--- config.mk ---
export PLATFORM = sky130hd
export DESIGN_NAME = load_store_unit
export DESIGN_NICKNAME = d
export VERILOG_FILES = /design/src/rtl/load_store_unit.sv
export SDC_FILE = /design/constraint.sdc
export NUM_CORES = 1
export LEC_CHECK = 0
export ABC_CLOCK_PERIOD_IN_PS = 2600
export BUFFER_PORTS_ARGS = -buffer_cell sky130_fd_sc_hd__buf_2
export CAP_MARGIN = 25
export CORE_MARGIN = 2
export CORE_UTILIZATION = 48
export CTS_BUF_LIST = sky130_fd_sc_hd__clkbuf_8
export DETAILED_ROUTE_END_ITERATION = 12
export GPL_TIMING_DRIVEN = 0
export HOLD_SLACK_MARGIN = 0.06
export PLACE_DENSITY = 0.79
export SLEW_MARGIN = 25
export SYNTH_ARGS = -nofsm -noshare
export SYNTH_HDL_FRONTEND = slang
export SYNTH_SLANG_ARGS = --single-unit
export TNS_END_PERCENT = 50
--- constraint.sdc ---
create_clock -name clk -period 2.6 [get_ports clk]
set_clock_uncertainty 0.1 [all_clocks]
set_input_delay 0.26 -clock clk [delete_from_list [all_inputs] [get_ports clk]]
set_output_delay 0.26 -clock clk [all_outputs]
set_load 0.02 [all_outputs]
--- src/rtl/load_store_unit.sv ---
// load_store_unit: byte/half/word load-store front end for a word-addressed data memory.
// Sub-word stores use read-modify-write; define LSU_MISALIGN_TRAP_EN to trap misaligned accesses.
`default_nettype none

module load_store_unit #(
   parameter int MEM_BYTES = 4096,
   parameter int ADDR_W    = 32
) (
   input  logic              clk,
   input  logic              rst_n,
   input  logic              req_valid,
   output logic              req_ready,
   input  logic              req_we,
   input  logic [1:0]        req_size,
   input  logic              req_unsigned,
   input  logic [ADDR_W-1:0] req_addr,
   input  logic [31:0]       req_wdata,
   output logic              resp_valid,
   input  logic              resp_ready,
   output logic [31:0]       resp_rdata,
   output logic              resp_err,
   output logic              mem_we,
   output logic [31:0]       mem_addr,
   output logic [31:0]       mem_wdata,
   input  logic [31:0]       mem_rdata
);

   typedef enum logic [1:0] {
      IDLE   = 2'd0,
      ACCESS = 2'd1,
      RESP   = 2'd2
   } state_t;

   state_t            state_q, state_d;
   logic              we_q, we_d;
   logic [1:0]        size_q, size_d;
   logic              uns_q, uns_d;
   logic [ADDR_W-1:0] addr_q, addr_d;
   logic [31:0]       wdata_q, wdata_d;
   logic [31:0]       rdata_q, rdata_d;
   logic              err_q, err_d;

   logic [ADDR_W-1:0] addr_eff;
   logic [ADDR_W:0]   last_byte;
   logic [ADDR_W:0]   span;
   logic              misaligned;
   logic              req_bad;
   logic [31:0]       lane_data;
   logic [31:0]       load_ext;
   logic [31:0]       merged;

   // Address actually used for the access and for the range check.
   always_comb begin
      addr_eff   = req_addr;
      misaligned = 1'b0;
`ifdef LSU_MISALIGN_TRAP_EN
      misaligned = ((req_size == 2'b01) && req_addr[0]) ||
                   ((req_size == 2'b10) && (req_addr[1:0] != 2'b00));
`else
      if (req_size == 2'b01) addr_eff[0]   = 1'b0;
      if (req_size == 2'b10) addr_eff[1:0] = 2'b00;
`endif
      case (req_size)
         2'b00:   span = '0;
         2'b01:   span = (ADDR_W+1)'(1);
         default: span = (ADDR_W+1)'(3);
      endcase
      last_byte = {1'b0, addr_eff} + span;
      req_bad   = (req_size == 2'b11) || misaligned ||
                  (last_byte >= (ADDR_W+1)'(MEM_BYTES));
   end

   // Load lane select and extension.
   always_comb begin
      lane_data = mem_rdata >> {addr_q[1:0], 3'b000};
      case (size_q)
         2'b00:   load_ext = {{24{~uns_q & lane_data[7]}}, lane_data[7:0]};
         2'b01:   load_ext = {{16{~uns_q & lane_data[15]}}, lane_data[15:0]};
         default: load_ext = mem_rdata;
      endcase
   end

   always_comb begin
      merged = mem_rdata;
      case (size_q)
         2'b00:   merged[{addr_q[1:0], 3'b000} +: 8]  = wdata_q[7:0];
         2'b01:   merged[{addr_q[1], 4'b0000} +: 16] = wdata_q[15:0];
         default: merged = wdata_q;
      endcase
   end

   always_comb begin
      state_d = state_q;
      we_d    = we_q;
      size_d  = size_q;
      uns_d   = uns_q;
      addr_d  = addr_q;
      wdata_d = wdata_q;
      rdata_d = rdata_q;
      err_d   = err_q;
      case (state_q)
         IDLE: begin
            if (req_valid) begin
               we_d    = req_we;
               size_d  = req_size;
               uns_d   = req_unsigned;
               addr_d  = addr_eff;
               wdata_d = req_wdata;
               rdata_d = '0;
               if (req_bad) begin
                  err_d   = 1'b1;
                  state_d = RESP;
               end else begin
                  err_d   = 1'b0;
                  state_d = ACCESS;
               end
            end
         end
         ACCESS: begin
            if (!we_q) rdata_d = load_ext;
            state_d = RESP;
         end
         RESP: begin
            if (resp_ready) begin
               rdata_d = '0;
               err_d   = 1'b0;
               state_d = IDLE;
            end
         end
         default: state_d = IDLE;
      endcase
   end

   always_ff @(posedge clk) begin
      if (!rst_n) begin
         state_q <= IDLE;
         we_q    <= 1'b0;
         size_q  <= '0;
         uns_q   <= 1'b0;
         addr_q  <= '0;
         wdata_q <= '0;
         rdata_q <= '0;
         err_q   <= 1'b0;
      end else begin
         state_q <= state_d;
         we_q    <= we_d;
         size_q  <= size_d;
         uns_q   <= uns_d;
         addr_q  <= addr_d;
         wdata_q <= wdata_d;
         rdata_q <= rdata_d;
         err_q   <= err_d;
      end
   end

   assign req_ready  = (state_q == IDLE);
   assign resp_valid = (state_q == RESP);
   assign resp_rdata = rdata_q;
   assign resp_err   = err_q;

   // rst_n gating keeps a store in flight from landing while reset is asserted.
   assign mem_we    = (state_q == ACCESS) && we_q && rst_n;
   assign mem_addr  = (state_q == ACCESS) ? 32'({addr_q[ADDR_W-1:2], 2'b00}) : 32'd0;
   assign mem_wdata = ((state_q == ACCESS) && we_q) ? merged : 32'd0;

endmodule

`default_nettype wire

==> impl_metrics.ini, run 1 <==
[worst_setup_path]
critPathLaunch = addr_q[0]
critPathArrivalTime_ns = 2.59
cp.depth = 12
crit_end = mem_wdata[15]
rrSetupSlack_ns = 0.17
r2r_start = addr_q[1]
r2r_cells = 9
cp_max_fo = 6
crit_required_ns = 2.24
slowest_stage = dfxtp_4
rr_endpoint = resp_rdata[28]
critPathMaxStageDelay_ns = 0.36
crit_family = buffers and inverters
path_cells = buf_8, clkinvlp_4, ha_4, buf_4, nand2_4, nor3_4, buf_4, a21oi_1, o21ai_1, a22oi_1, nor2_1, buf_4
crit_type = reg2out
critPathBufInv = 5
worstSetupStartpointType = flop
cp-end-kind = output pin
cpMostUsedCell = buf_4

[power]
leakage_nw = 3.79
irDropWorstVdd_v = 0.000404
power_density_mw_per_mm2 = 426

[global_routing]
antenna_found_initial = 0
grt_pass1_wl_um = 36000
first_global_vias = 7138
grt.overflow.total = 0
grt_max_degree = 17
grt_use_total_pct = 32.0

[timing]
finalSetupViolations = 30
tns_ns = -6.33
fin_crit_sh_pct = 113
slew_viol_final = 0
relSlewSlack_pct = 52.0
rsz0062_at_grt = yes
max_freq_mhz = 339
hold_viol = 0
worstMarginPinSlew_ns = 0.720
post-route-min-period_ns = 2.95
setup_ws_ns = -0.351

[placement]
portBuffers = 198
globalplace.congestion = 1.06
place_area_mm2 = 0.00751
hpwl_um = 16400

[routing]
route.met3.wl_um = 2330
wl_met2_um = 11000
wl_per_cell_um = 17.7
via_per_inst = 5.69
drc = 0
wirelength_um = 23200
top_layer = met4
drt-met1-wl_um = 8900
vias = 7468
dr.pass1.iters = 6
drt_iter0_drc = 539
postRouteAntennaNets = 0

[yosys]
synthArstFlopShare_pct = 0
ys_seq_area_share_pct = 32.7
synth_edf_count = 0
yosysUniqueCellTypes = 59
avgSynthCellArea_um2 = 7.45
ys_ff_latch = 103
synth_flop_cell = dfxtp_1
yosysTopAreaCell = dfxtp_1
yosys.area.top_type_share_pct = 32.7
syn_inst = 846
syn-cell-area_mm2 = 0.00630
ys_warn_count = 0
synth_area_leaders = dfxtp_1 (33%), nand2_1 (11%), a21boi_0 (8.2%), and2_1 (5.7%), mux2i_1 (4.6%)
yosys-top-cells-count = nand2_1 (178), dfxtp_1 (103), a21boi_0 (69), nor2_1 (66), and2_1 (57)
synth_most_common_cell = nand2_1

[floorplan]
die_y_um = 119
die_w_um = 119
core_area_mm2 = 0.0127
rows = 41
start_util_pct = 49.5
die_area_mm2 = 0.0141
num_io_pins = 204

[final_layout]
antennaDiodeCount = 0
drive_above_1_share_pct = 27.4
fin_nets = 1247
fill_cells = 1071
fin_area_mm2 = 0.00890
syn_to_final_growth_pct = 41.3

[clock_network]
numCtsBuffers = 9
clockBufferDepth = 2
tritoncts = yes
cts-root-buf = clkbuf_8
path_clk_slew_ns = 0.10
clkLatencyLatePin_ns = 0.39
htreeDepth = 3
numClockSinks = 103

[run_status]
status = finished, violations left
violations = setup timing

[hold_path]
hold_path_class = in2reg

[run]
cap_violations = 0
## power by group
part	total (mW)	internal, mW	switching (mW)
Clock	1.23	0.662	0.571
Sequential	1.70	1.64	0.0609
Combinational	0.853	0.363	0.491
## how the worst min path moves through the flow
stage	from	end	slack (ns)	cells past startpoint
2_1_floorplan	req_wdata[21]	wdata_q[21]	0.30	2
3_3_place_gp	addr_q[3]	addr_q[3]	0.35	2
3_5_place_dp	addr_q[22]	addr_q[22]	0.36	2
4_1_cts	req_addr[21]	addr_q[21]	0.06	3
5_1_grt	req_addr[28]	addr_q[28]	0.07	3
6_report	req_addr[28]	addr_q[28]	0.08	3
## kinds of logic after synthesis
family                   count (synthesis)  share of synthesized area, %
multiplexers                            30                          4.97
other                                    1                        0.0595
AND/OR/NAND/NOR                        362                          26.7
buffers and inverters                   87                          5.92
XOR/XNOR                                 6                         0.834
adder cells (fa/ha/maj)                  8                          1.71
flip-flops                             103                          32.7
AO/OA/AOI/OAI                          249                          27.1
## stage by stage
step                      instances  total power, mW  utilization [%]  hold slack [ns]  setup slack, ns
final                          1312             3.79             69.9           0.0793           -0.351
after floorplan                 847             2.14                -            0.305          -0.0172
after detailed placement       1217             2.41             59.1            0.355           -0.562
after CTS                      1305             3.75             69.3           0.0602           -0.259
after global placement         1217             2.40             59.1            0.345           -0.578
after global routing           1312             3.94             69.9           0.0686           -0.453
## worst register-to-register path: stages, from the launching register on
cell and delay, ns:
dfxtp_4 0.39, buf_4 0.14, mux4_2 0.50, a21o_1 0.26, a31oi_1 0.22, nor2_1 0.09
nand2_2 0.14, buf_2 0.22, o21ai_0 0.11, and2_1 0.16
## per-layer routing
layer	GRT usage [%]	vias up
li1	-	3518
met1	37.6	3445
met2	54.0	428
met3	9.12	77
met4	13.8	0
met5	0	-
## repair_timing
item                                    4_1_cts  5_1_grt
setup buffers                                13        7
gates cloned                                  0        0
hold endpoints to repair                     60        0
pin swaps                                    39       25
endpoints found under the setup margin       52       51
hold buffers                                 60        0
resized for setup                            96        9
## registers in the layout (all words and copies together), names as in the netlist
signal      count
state_q         2
addr_q         32
we_q            1
resp_err        1
uns_q           1
wdata_q        32
size_q          2
resp_rdata     32
## area by class of cell
class | count | area, um^2 | share of cell area [%]
repair buffers | 278 | 1820 | 20.5
well taps | 172 | 215 | 2.42
clock buffers | 10 | 138 | 1.55
flip-flops and latches | 103 | 2070 | 23.3
inverters | 20 | 90.1 | 1.01
clock inverters | 6 | 108 | 1.21
plain buffers | 66 | 322 | 3.61
multi-input cells | 657 | 4140 | 46.5
## placed cells by master (no fill, tap or decap), types with 4 or more instances in the layout
cell,Yosys,routed
buf_6,2,6
nor2b_1,12,12
o21ai_0,44,36
a31oi_1,4,4
buf_2,7,179
dlygate4sd3_1,0,60
buf_1,6,5
ha_4,0,4
a21oi_1,44,43
a2bb2oi_1,7,4
mux2i_1,29,29
and3_1,4,4
a21boi_0,69,69
nand3_1,12,12
a2111oi_0,7,7
and2_1,57,57
o21ai_1,3,9
a22oi_1,17,14
nor2_1,66,65
a211oi_2,0,11
xor2_1,4,4
nand2_1,178,177
a221oi_2,0,10
a211oi_1,16,5
nand4_1,11,11
a221oi_1,16,6
clkbuf_8,0,10
inv_1,16,15
buf_4,3,44
clkbuf_1,48,44
dfxtp_1,103,101
o221ai_1,7,7
Note: power is estimated with default switching activity, not from simulation.
==> run 2: changes to the inputs <==
- CORE_UTILIZATION: 48 -> 47
- CTS_BUF_LIST: sky130_fd_sc_hd__clkbuf_8 -> sky130_fd_sc_hd__clkbuf_16
- CTS_CLUSTER_DIAMETER: default -> 200
- PLACE_DENSITY: 0.79 -> 0.78
==> run 2 against run 1 <==
Compared with the run above:
- the run still ends with setup timing left
- hold slack worse by 0.017 ns
- total power up 0.20%
- combinational power down 2.3%
- cell count down 1.2%
- clock power about the same
- final area down 1.6%
- critical endpoint is now mem_wdata[16]
- largest cell class unchanged
==> impl_metrics.ini, run 2 (synthesized netlist as in run 1, its figures left out) <==
[worst_setup_path]
critPathBufInv = 5
worstSetupStartpointType = flop
critPathMaxStageDelay_ns = 0.37
path_cells = buf_8, clkinvlp_4, ha_4, nor4b_4, buf_6, buf_6, a221oi_2, a211oi_2, a21oi_1, nor2_1, buf_4
cp_max_fo = 7
crit_required_ns = 2.24
crit_type = reg2out
slowest_stage = ha_4
crit_family = buffers and inverters
cp-end-kind = output pin
cpMostUsedCell = buf_6
critPathArrivalTime_ns = 2.51

[clock_network]
clockBufferDepth = 2
clkLatencyLatePin_ns = 0.36
htreeDepth = 3
tritoncts = yes
numCtsBuffers = 9
numClockSinks = 103
path_clk_slew_ns = 0.07
cts-root-buf = clkbuf_16

[global_routing]
gr-usage-met2_pct = 51.5
grt_pass1_wl_um = 34900
first_global_vias = 6769
grt.met1_usage_pct = 37.9
grt.overflow.total = 0
grt_use_total_pct = 30.9
grt_max_degree = 17
antenna_found_initial = 0
grtUsageMet3_pct = 8.51
gr-max-usage-layer = met2

[run_status]
status = finished, violations left
violations = setup timing

[timing]
hold_viol = 0
relSlewSlack_pct = 51.7
tns_ns = -6.29
fin_crit_sh_pct = 110
max_freq_mhz = 349
setup_ws_ns = -0.266
post-route-min-period_ns = 2.87
finalSetupViolations = 41
worstMarginPinSlew_ns = 0.706
rsz0062_at_grt = yes
slew_viol_final = 0

[floorplan]
core_area_mm2 = 0.0132
die_area_mm2 = 0.0143
start_util_pct = 47.8
num_io_pins = 204
die_w_um = 120
die_y_um = 120
rows = 42

[hold_path]
hold_path_class = in2reg

[final_layout]
antennaDiodeCount = 0
syn_to_final_growth_pct = 39.0
fin_nets = 1227
final_cell_mix = buf_2 (180), nand2_1 (176), dfxtp_1 (101), a21boi_0 (67), nor2_1 (65)
final_common_cell = buf_2
drive_above_1_share_pct = 28.6

[routing]
wl_per_cell_um = 17.5
vias = 7267
wirelength_um = 22700
dr.pass1.iters = 7
postRouteAntennaNets = 0
drc = 0
drt_iter0_drc = 451
via_per_inst = 5.61

[placement]
globalplace.congestion = 1.01
portBuffers = 198
hpwl_um = 16500

[power]
leakage_nw = 3.71
irDropWorstVdd_v = 0.000414
power_mw = 3.80
power_density_mw_per_mm2 = 434

[run]
cap_violations = 0
==> run 2: worst paths after layout <==
path                                   from              to  slack [ns]  cells past startpoint
worst max register to register    addr_q[0]  resp_rdata[29]       -0.20                     17
worst min register to register   addr_q[10]      addr_q[10]        0.36                      2
worst max-delay path              addr_q[0]   mem_wdata[16]       -0.27                     11
worst min-delay path            req_addr[9]       addr_q[9]        0.06                      3
==> run 2: layer usage <==
layer	part of all wire, %	vias to the layer above
met5	0	-
met4	3.2	0
met3	9.4	65
met2	47	361
met1	40	3359
li1	-	3482
==> run 2: layout make-up <==
type                    count  area [um^2]
clock inverters             7         40.0
multi-input cells         657         4160
flip-flops and latches    103         2070
plain buffers              65          332
inverters                  20         91.3
clock buffers               9          225
repair buffers            259         1620
well taps                 176          220
fillers                  1164         4440
==> run 2: power by group <==
part | internal [mW] | total, mW | leakage [nW] | switching, mW
combinational | 0.345 | 0.833 | 2.75 | 0.488
sequential | 1.64 | 1.70 | 0.842 | 0.0610
clock | 0.639 | 1.26 | 0.122 | 0.621
total | 2.63 | 3.80 | 3.71 | 1.17
==> run 2: worst reg2reg max path: cells and delay by family (launching register included) <==
family          cells  cell delay, ns
simple gates        4            0.54
compound gates      2            0.26
flops               1            0.35
buf+inv            11            1.50
==> run 2: through the flow <==
| step | std cells | worst slack, ns | hold WS [ns] | cell area, um^2 | util, % |
|---|---|---|---|---|---|
| 5_1_grt | 1296 | -0.351 | 0.0691 | 8750 | 66.4 |
| 2_1_floorplan | 847 | -0.0172 | 0.305 | 6310 | - |
| 4_1_cts | 1286 | -0.197 | 0.0614 | 8430 | 63.9 |
| 3_5_place_dp | 1221 | -0.529 | 0.352 | 7520 | 57.0 |
| 6_report | 1296 | -0.266 | 0.0622 | 8750 | 66.4 |
| 3_3_place_gp | 1221 | -0.545 | 0.345 | 7520 | 57.0 |
==> run 2: timing repair <==
item | in CTS | in global routing
endpoints found under the setup margin | 32 | 79
hold buffers | 32 | 1
pin swaps | 32 | 44
gates resized for setup | 59 | 75
hold endpoints to repair | 32 | 1
buffers inserted | 18 | 10
==> run 3: changes to the inputs <==
- ABC_CLOCK_PERIOD_IN_PS: 2600 -> 3400
- CORE_UTILIZATION: 47 -> 56
- PLACE_DENSITY: 0.78 -> 0.87
- clock period: 2.6 -> 3.4 ns (I/O delays scaled with it)
==> run 3 against run 2 <==
Compared with the run above:
- the flow now finishes without violations
- hold slack gained 0.065 ns
- critical path depth grew 1
- critical endpoint is now mem_wdata[18]
- setup slack gained 0.32 ns
- clock power shrank 12%
- final area shrank 9.6%
- global-route usage grew 4.4 points
- sequential power shrank 24%
- utilization grew 6.3 points
- wire length shrank 5.2%
- critical path type unchanged
- non-clock buffer count shrank 53
- first-iteration DRC count grew 30%
- largest power group unchanged
- die area shrank 16%
==> impl_metrics.ini, run 3 (synthesized netlist as in run 1, its figures left out) <==
[floorplan]
start_util_pct = 57.9
die_area_mm2 = 0.0121
die_w_um = 110
num_io_pins = 204
rows = 38
core_area_mm2 = 0.0109
die_y_um = 110

[final_layout]
fin_nets = 1174
final_cell_mix = buf_2 (204), nand2_1 (178), dfxtp_1 (102), a21boi_0 (69), nor2_1 (66)
drive_above_1_share_pct = 24.2
final_common_cell = buf_2
register_area_mm2 = 0.00206
syn_to_final_growth_pct = 25.7
fill_cells = 952
multi_input_area_mm2 = 0.00394
fin_cells = 1208
fin_area_mm2 = 0.00792

[timing]
finalSetupViolations = 0
slew_viol_final = 0
setup_ws_ns = 0.0583
fin_crit_sh_pct = 98.3
relSlewSlack_pct = 51.5
rsz0062_at_grt = yes
max_freq_mhz = 299
post-route-min-period_ns = 3.34
hold_viol = 0
worstMarginPinSlew_ns = 0.722
whs_ns = 0.127

[routing]
via_per_inst = 5.91
drt_iter0_drc = 587
vias = 7142
wl_per_cell_um = 17.8
drc = 0
postRouteAntennaNets = 0
dr.pass1.iters = 5
wirelength_um = 21500

[clock_network]
numCtsBuffers = 9
cts-root-buf = clkbuf_16
cts_hold_buffers = 0
clockBufferDepth = 2
clkLatencyLatePin_ns = 0.36
tritoncts = yes
htreeDepth = 3
numClockSinks = 103
path_clk_slew_ns = 0.07

[placement]
hpwl_um = 16400
globalplace.congestion = 1.00
place_inst = 1185
place_area_mm2 = 0.00747
portBuffers = 198
pre_cts_slack_ns = 0.118

[hold_path]
min_path_cells = 3
holdCritStartpoint = req_wdata[19]
min_to = wdata_q[19]
hold_path_class = in2reg

[worst_setup_path]
crit_required_ns = 2.96
r2r_cells = 9
r2r_start = state_q[0]
rrSetupSlack_ns = 1.03
crit_type = reg2out
rr_endpoint = resp_rdata[23]
critPathArrivalTime_ns = 2.90
cp_max_fo = 9
worstSetupStartpointType = flop
cp-end-kind = output pin

[global_routing]
grt_use_total_pct = 35.3
first_global_vias = 6572
grt_pass1_wl_um = 33000
grt_max_degree = 17
antenna_found_initial = 1
grt.overflow.total = 0

[power]
power_mw = 2.96
leakage_nw = 3.42
power_density_mw_per_mm2 = 374
irDropWorstVdd_v = 0.000258

[run]
cap_violations = 0

[run_status]
status = finished clean
[run 3: metal layers]
layer  routed length (um)  part of all wire, %  track usage [%]
met1                 8110                   38             42.3
met2                10000                   46             58.8
met3                 2460                   11             7.82
met4                  977                  4.5             19.1
met5                    0                    0                0
[run 3: worst max path at each step]
| stage | start | endpoint |
|---|---|---|
| after floorplan | addr_q[1] | mem_wdata[15] |
| after global placement | addr_q[1] | mem_wdata[14] |
| after detailed placement | addr_q[1] | mem_wdata[13] |
| after CTS | addr_q[0] | mem_wdata[19] |
| after global routing | addr_q[0] | mem_wdata[16] |
| final | addr_q[0] | mem_wdata[18] |
[run 3: critical path, cell delays in order, from the launching register on]
cell and delay, ns:
dfxtp_1 0.33, clkbuf_4 0.21, clkinvlp_4 0.19, buf_4 0.19, ha_1 0.20, clkinvlp_4 0.13
nor4b_4 0.37, buf_4 0.21, a221oi_1 0.09, a211oi_1 0.29, a21oi_1 0.07, nor2_1 0.11
buf_2 0.17
[run 3: layout make-up]
| class | count | area share [%] |
|---|---|---|
| multi-input combinational | 657 | 49.8 |
| sequential | 103 | 26.1 |
| timing repair buffer | 205 | 13.2 |
| buffer | 66 | 3.75 |
| clock buffer | 9 | 2.84 |
| tap | 140 | 2.21 |
| clock inverter | 7 | 1.11 |
| inverter | 20 | 1.04 |
| antenna | 1 | 0.0316 |
[run 3: report_power, final]
| group | switching [mW] | internal [mW] |
|---|---|---|
| combinational | 0.345 | 0.205 |
| clock | 0.473 | 0.639 |
| sequential | 0.0418 | 1.26 |
[run 3: per-stage QoR]
stage | setup TNS (ns) | utilization (%)
after floorplan | 0 | -
after global placement | 0 | 68.6
after detailed placement | 0 | 68.6
after CTS | 0 | 72.1
after global routing | -0.0883 | 72.7
final | 0 | 72.7
[run 3: repair_timing]
| action | CTS | global route |
|---|---|---|
| pin swaps | 2 | 3 |
| gates resized for setup | 5 | 11 |
| setup endpoints to repair | 24 | 21 |
| buffers inserted | 5 | 2 |
